==> config.mk <==
export PLATFORM = sky130hd
export DESIGN_NAME = beep_pattern_gen
export DESIGN_NICKNAME = d
export VERILOG_FILES = /design/src/rtl/beep_pattern_gen.sv
export SDC_FILE = /design/constraint.sdc
export NUM_CORES = 1
export LEC_CHECK = 0
export ABC_AREA = 1
export BUFFER_PORTS_ARGS = -buffer_cell sky130_fd_sc_hd__buf_4
export CAP_MARGIN = 10
export CORE_UTILIZATION = 56
export CTS_CLUSTER_SIZE = 14
export DETAILED_ROUTE_END_ITERATION = 7
export HOLD_SLACK_MARGIN = 0.05
export PLACE_DENSITY_LB_ADDON = 0.12
export SLEW_MARGIN = 30
export SYNTH_ARGS = -nofsm -noshare
export SYNTH_HDL_FRONTEND = slang
export SYNTH_SLANG_ARGS = --single-unit
==> constraint.sdc <==
create_clock -name clk -period 1.7 [get_ports clk]
set_clock_uncertainty 0.2 [all_clocks]
set_input_delay 0.085 -clock clk [delete_from_list [all_inputs] [get_ports clk]]
set_output_delay 0.085 -clock clk [all_outputs]
set_load 0.02 [all_outputs]
==> src/rtl/beep_pattern_gen.sv <==
// Buzzer pattern sequencer: plays SEG_CNT tone segments of SEG_LEN cycles, alternating low/high tone.
// Optional silent gaps between segments when BEEP_GAP_EN is defined.
module beep_pattern_gen #(
    parameter int unsigned SEG_CNT = 4,
    parameter int unsigned SEG_LEN = 250,
    parameter int unsigned DIV_LO  = 2,
    parameter int unsigned DIV_HI  = 1,
    parameter int unsigned GAP_LEN = 2,
    localparam int unsigned IDX_W  = (SEG_CNT > 1) ? $clog2(SEG_CNT) : 1
) (
    input  logic             clk,
    input  logic             rst,
    input  logic             start,
    input  logic             abort,
    output logic             beep,
    output logic             busy,
    output logic             over,
    output logic [IDX_W-1:0] seg_idx
);

    localparam int unsigned SEG_W    = (SEG_LEN > 1) ? $clog2(SEG_LEN) : 1;
    localparam int unsigned TONE_MAX = (DIV_LO > DIV_HI) ? DIV_LO : DIV_HI;
    localparam int unsigned TONE_W   = (TONE_MAX > 1) ? $clog2(TONE_MAX) : 1;

    localparam logic [SEG_W-1:0]  SEG_LAST     = SEG_W'(SEG_LEN - 1);
    localparam logic [IDX_W-1:0]  IDX_LAST     = IDX_W'(SEG_CNT - 1);
    localparam logic [TONE_W-1:0] TONE_LO_LAST = TONE_W'(DIV_LO - 1);
    localparam logic [TONE_W-1:0] TONE_HI_LAST = TONE_W'(DIV_HI - 1);

`ifdef BEEP_GAP_EN
    localparam int unsigned      GAP_W    = (GAP_LEN > 1) ? $clog2(GAP_LEN) : 1;
    localparam logic [GAP_W-1:0] GAP_LAST = GAP_W'(GAP_LEN - 1);

    typedef enum logic [1:0] {IDLE, PLAY, GAP, DONE} state_t;
    logic [GAP_W-1:0] gap_cnt;
`else
    typedef enum logic [1:0] {IDLE, PLAY, DONE} state_t;
`endif

    state_t            state;
    logic [SEG_W-1:0]  seg_cnt;
    logic [TONE_W-1:0] tone_cnt;
    logic [TONE_W-1:0] tone_last_c;

    // Even segments use the low tone, odd segments the high tone
    assign tone_last_c = seg_idx[0] ? TONE_HI_LAST : TONE_LO_LAST;

    always_ff @(posedge clk) begin
        if (rst) begin
            state    <= IDLE;
            seg_cnt  <= '0;
            tone_cnt <= '0;
            seg_idx  <= '0;
            beep     <= 1'b0;
            busy     <= 1'b0;
            over     <= 1'b0;
`ifdef BEEP_GAP_EN
            gap_cnt  <= '0;
`endif
        end else begin
            case (state)
                IDLE, DONE: begin
                    if (start) begin
                        state    <= PLAY;
                        seg_cnt  <= '0;
                        tone_cnt <= '0;
                        seg_idx  <= '0;
                        beep     <= 1'b0;
                        busy     <= 1'b1;
                        over     <= 1'b0;
                    end
                end
                PLAY: begin
                    if (abort) begin
                        state    <= IDLE;
                        seg_cnt  <= '0;
                        tone_cnt <= '0;
                        seg_idx  <= '0;
                        beep     <= 1'b0;
                        busy     <= 1'b0;
                    end else if (seg_cnt == SEG_LAST) begin
                        // Segment boundary: every segment starts low with cleared counters
                        seg_cnt  <= '0;
                        tone_cnt <= '0;
                        beep     <= 1'b0;
                        if (seg_idx == IDX_LAST) begin
                            state <= DONE;
                            busy  <= 1'b0;
                            over  <= 1'b1;
                        end else begin
                            seg_idx <= IDX_W'(seg_idx + 1'b1);
`ifdef BEEP_GAP_EN
                            state   <= GAP;
                            gap_cnt <= '0;
`endif
                        end
                    end else begin
                        seg_cnt <= SEG_W'(seg_cnt + 1'b1);
                        if (tone_cnt == tone_last_c) begin
                            tone_cnt <= '0;
                            beep     <= ~beep;
                        end else begin
                            tone_cnt <= TONE_W'(tone_cnt + 1'b1);
                        end
                    end
                end
`ifdef BEEP_GAP_EN
                GAP: begin
                    if (abort) begin
                        state   <= IDLE;
                        seg_idx <= '0;
                        busy    <= 1'b0;
                        gap_cnt <= '0;
                    end else if (gap_cnt == GAP_LAST) begin
                        state   <= PLAY;
                        gap_cnt <= '0;
                    end else begin
                        gap_cnt <= GAP_W'(gap_cnt + 1'b1);
                    end
                end
`endif
                default: begin
                    state <= IDLE;
                    busy  <= 1'b0;
                    beep  <= 1'b0;
                end
            endcase
        end
    end

endmodule

# After elaboration in Yosys (flattened, before gate mapping)
# Index checks and enable logic that the tools add are counted.
# Widths: inputs -> output; s select.
# op_classes
shift,0
n_eq_ne,13
bitwise_logic,1
n_lt_le_gt_ge,0
n_reduce_logical,8
div_mod_pow,0
n_addsub,3
mux,33
n_mul,0
# op_table
operator,n
$mux 8,3
$mux 2,8
$pmux 8 s2,1
$mux 1,15
$ne 3x3->1 const B,3
$add 8x1->8 const B,1
$eq 8x8->1 const B,1
$ne 2x2->1 const B,4
$pmux 1 s2,4
$pmux 2 s2,2
$reduce_and 5->1,1
$eq 2x2->1 const B,2
$ne 4x4->1 const B,1
$reduce_and 2->1,2
$reduce_and 4->1,1
$reduce_and 3->1,1
$add 2x1->2 const B,1
$eq 2x1->1 const B,1
$logic_not 2->1,1
$reduce_bool 2->1,1
$reduce_or 2->1,1
$add 1x1->1 const B,1
$eq 1x1->1,1
$not 1->1,1
# totals
memories,0
inputBits,4
latch_bits,0
wordCells,65
rom_bits,0
reg_bits,16
ramBits,0

# Depth between registers and ports, before layout
# depth
word_depth,6
depth_mapped,10

# Worst setup path before layout
# No wires, ideal clock.
# synth_path
kind,register to register
from,register seg_idx[0]
to,register beep
slack_ns,0.306
t_arrival_ns,1.108
path_stages_with_launch,6
cell_sequence,dfxtp_1 > inv_1 > ha_1 > nand3_1 > nand2_1 > a211oi_1
# synth_via
elab_chain_len,4
# synth_lines
element,line,source
"start, declared",18,output logic [IDX_W-1:0] seg_idx
"start signal, assigned",91,seg_idx <= IDX_W'(seg_idx + 1'b1);
$mux 1,46,assign tone_last_c = seg_idx[0] ? TONE_HI_LAST : TONE_LO_LAST;
$eq 1x1->1,99,if (tone_cnt == tone_last_c) begin
$ne 4x4->1 (no line),--,
$reduce_and 2->1 (no line),--,
"end signal, assigned",101,beep <= ~beep;
"end, declared",15,"output logic beep,"
# No other way between the ends.
# A chain may end at the register's enable or synchronous reset.

# Final worst setup path
# layout_path
from,register seg_cnt[1]
to,register busy
# layout_via
elab_chain_len,3
# layout_lines
element,line,source
"start, declared",41,logic [SEG_W-1:0] seg_cnt;
"start signal, assigned",98,seg_cnt <= SEG_W'(seg_cnt + 1'b1);
$eq 8x8->1,81,end else if (seg_cnt == SEG_LAST) begin
$ne 3x3->1 (no line),--,
$reduce_and 3->1 (no line),--,
"end signal, assigned",69,busy <= 1'b1;
"end signal, assigned",80,busy <= 1'b0;
"end signal, assigned",88,busy <= 1'b0;
"end, declared",16,"output logic busy,"
# No other way between the ends.

==> impl_metrics.py <==
metrics = {
    "global_route": {
        "use_met1_pct": 29.70,
        "grt_pass1_wl_um": 3056,
        "use_met2_pct": 35.63,
        "grt.total_usage_pct": 22.23,
        "grt_use_met3_pct": 3.913,
        "busiest_layer": "met2",
        "antenna_found_initial": 0,
        "grt_max_degree": 11,
        "grt-ovfl-total": 0,
        "grt_pass1_vias": 751,
    },
    "timing": {
        "fin_hold_ws_ns": 0.2659,
        "tightest_slew_ns": 0.3045,
        "finalCritPeriodShare_pct": 89.79,
        "fin_crit_ns": 1.526,
        "fmax_mhz": 655.1,
        "final-setup-viol-count": 0,
        "grt_setup_unrepaired": "no",
        "drv_slew": 0,
        "hold_violations": 0,
        "fin_tns_setup_ns": 0,
        "slew_headroom_pct": 79.68,
    },
    "clocking": {
        "cts_buffer_depth": 2,
        "clk_latency_ns": 0.28,
        "cts.repair.resized": 0,
        "cts_setup_buffers": 0,
        "cts.sinks": 16,
        "tritoncts": "built",
        "cts-htree-levels": 1,
        "clk_pin_slew_worst_paths_ns": 0.10,
        "ctsRootBufferMaster": "clkbuf_4",
        "numCtsBuffers": 3,
    },
    "power_and_ir_drop": {
        "switchingPower_w": 0.0002197,
        "pwr-share-comb_pct": 17.5,
        "vdd_drop_max_v": 0.0005380,
        "p_sw_share_pct": 27.90,
        "pwr-share-seq_pct": 50.4,
        "powerDensity_nw_per_um2": 765.4,
        "pwr-share-clk_pct": 32.1,
        "p_int_w": 0.0005676,
        "leakagePower_nw": 0.4666,
    },
    "critical_path": {
        "r2r_cells": 9,
        "reg2reg_from": "seg_cnt[1]$_SDFFE_PP0P_",
        "crit_buf_inv": 1,
        "cp-start-kind": "register",
        "timing.rr.end": "busy$_SDFFE_PP0P_",
        "reg2reg_slack_ns": 0.17,
        "worstSetupEndpointType": "register",
        "crit_fanout": 9,
        "required_ns": 1.67,
        "crit_top_cell": "nand2_1",
        "criticalPathCategory": "register to register",
        "critical-path-max-stage-delay_ns": 0.34,
        "worstPathArrival_ns": 1.50,
        "slowest_stage": "dfxtp_1",
        "cp_cell_sequence": "inv_1 > ha_1 > nand2_1 > nor2_1 > nand2_2 > nand2_4 > nand3_1 > nand2_1 > a21oi_1",
        "critPathTopFamily": "simple AND/OR/NAND/NOR gates",
    },
    "hold_path": {
        "hold_path_end": "tone_cnt$_SDFFE_PP0P_",
        "hold_path_class": "register to register",
        "worstHoldPathCells": 2,
        "min-delay-start": "tone_cnt$_SDFFE_PP0P_",
    },
    "routing": {
        "ant_nets": 0,
        "drt_pass1_iterations": 4,
        "via_per_inst": 5.073,
        "drc": 0,
        "wl_per_cell_um": 11.15,
        "detail_route.iter0.violations": 19,
        "vias": 761,
        "wl_um": 1673,
    },
    "die": {
        "die_area_um2": 1740,
        "io_pins": 9,
        "core-area_um2": 1383,
        "fp.dieH_um": 41.72,
        "start_util_pct": 63.89,
        "num_rows": 13,
        "fp.dieW_um": 41.72,
    },
    "logic_synthesis": {
        "syn_area_um2": 883.3,
        "synth_fp_nets": 128,
        "yosysWarnings": 0,
        "ys_ff_latch": 16,
        "avgSynthCellArea_um2": 7.361,
        "ys_seq_area_share_pct": 36.26,
        "synth.distinct_cells": 20,
        "synthCells": 120,
    },
    "cells_and_area": {
        "multi_input_area_um2": 476.7,
        "syn2layout_area_growth_pct": 16.43,
        "register_area_um2": 320.3,
        "antenna_cells": 0,
        "n_fill_cell": 98,
        "drive_above_1_share_pct": 17.78,
        "fin_nets": 144,
    },
    "run_status": {
        "status": "finished clean",
    },
    "place": {
        "routabilityCongestion": 0.8164,
        "placement.io_buffers": 8,
        "dp.final_hpwl_um": 1274,
    },
    "flow_run": {
        "max_cap_violations": 0,
    },
}
## routing by layer
metal | wire, µm | share of wire, % | up-vias
li1 | - | - | 408
met5 | 0 | 0 | -
met3 | 52 | 3.1 | 2
met1 | 826 | 49 | 335
met4 | 12 | 0.72 | 0
met2 | 781 | 47 | 16
## cell usage after synthesis (all sizes together)
cell type   n  area share, %
a21oi       7            4.0
nand3       8            4.5
o22ai       1           0.71
ha          4            5.7
nand4       4            2.8
nor2       15            8.1
dfxtp      16             36
inv        23            9.8
nor3b       1            1.4
a31oi       1           0.71
xor2        2            2.0
a211oi      1           0.85
nand2      33             20
nor3        1            1.1
o21ai       2            1.1
o21bai      1           0.85
## what timing repair did
| action | CTS | global route |
|---|---|---|
| endpoints found under the hold margin | 10 | 0 |
| hold buffers | 3 | 0 |
| setup endpoints to repair | 0 | 0 |
## worst reg2reg max path: stages (launching register included)
cell and delay [ns]:
dfxtp_1 0.34, inv_1 0.07, ha_1 0.14, nand2_1 0.05
nor2_1 0.13, nand2_2 0.09, nand2_4 0.13, nand3_1 0.11
nand2_1 0.08, a21oi_1 0.06
## registers in the layout, indices dropped and copies added, names as in the netlist
| name | count |
|---|---|
| seg_cnt | 8 |
| beep | 1 |
| tone_cnt | 1 |
| busy | 1 |
| state | 2 |
| over | 1 |
| seg_idx | 2 |
## power groups by stage
stage / Clock, W / Combinational (W) / Sequential (W)
after floorplan: 0 / 0.0000914 / 0.000410
after global placement: 0 / 0.000128 / 0.000405
after detailed placement: 0 / 0.000131 / 0.000405
final: 0.000252 / 0.000138 / 0.000397
after global routing: 0.000271 / 0.000153 / 0.000399
after CTS: 0.000257 / 0.000137 / 0.000397
## layout by cell type (no fill, tap or decap)
cell type / synthesis / layout
nand2_1: 25 / 25
inv_1: 23 / 23
dfxtp_1: 16 / 16
nor2_1: 13 / 13
nand3_1: 8 / 8
buf_4: 0 / 8
a21oi_1: 7 / 7
nand2_4: 4 / 4
nand4_1: 4 / 4
ha_1: 4 / 4
nand2_2: 3 / 3
clkbuf_4: 0 / 3
dlygate4sd3_1: 0 / 3
nor2_4: 2 / 2
xor2_1: 2 / 2
o21ai_0: 2 / 2
nand2_8: 1 / 1
nor3_2: 1 / 1
o21bai_1: 1 / 1
nor3b_2: 1 / 1
a211oi_1: 1 / 1
o22ai_1: 1 / 1
a31oi_1: 1 / 1
clkbuf_8: 0 / 1
## through the flow
stage               cells  worst slack [ns]  total power, W  utilization [%]  instance area, µm²
global placement      143            0.2837       0.0005325            69.59               962.2
floorplan             120            0.3063       0.0005017                -               883.3
detailed placement    143            0.2034       0.0005367            69.59               962.2
global route          150            0.1065       0.0008238            74.39                1028
finish                150            0.1735       0.0007872            74.39                1028
CTS                   150            0.1814       0.0007907            74.39                1028
## cell families after synthesis
group	Yosys count	synth area share [%]
AOI/OAI and AO/OA	13	8.216
xor gates and xnor gates	2	1.983
buffers and inverters	23	9.773
adders and majority gates	4	5.666
and+or+nand+nor	62	38.10
DFF	16	36.26
## cell type report
class	instances	area share (%)
Timing Repair Buffer	11	8.759
Sequential cell	16	31.14
Inverter	23	8.394
Clock buffer	4	3.528
Multi-Input combinational cell	81	46.35
Tap cell	15	1.825
## worst max-delay path by stage
stage | from | endpoint | depth (start not counted)
detailed placement | seg_cnt[0]$_SDFFE_PP0P_ | busy$_SDFFE_PP0P_ | 8
CTS | seg_cnt[1]$_SDFFE_PP0P_ | busy$_SDFFE_PP0P_ | 9
global route | seg_cnt[0]$_SDFFE_PP0P_ | seg_idx[1]$_SDFFE_PP0P_ | 9
global placement | seg_cnt[0]$_SDFFE_PP0P_ | busy$_SDFFE_PP0P_ | 8
finish | seg_cnt[1]$_SDFFE_PP0P_ | busy$_SDFFE_PP0P_ | 9
floorplan | seg_idx[0]$_SDFFE_PP0P_ | beep$_SDFFE_PP0P_ | 5
(Power assumes the default switching activity.)
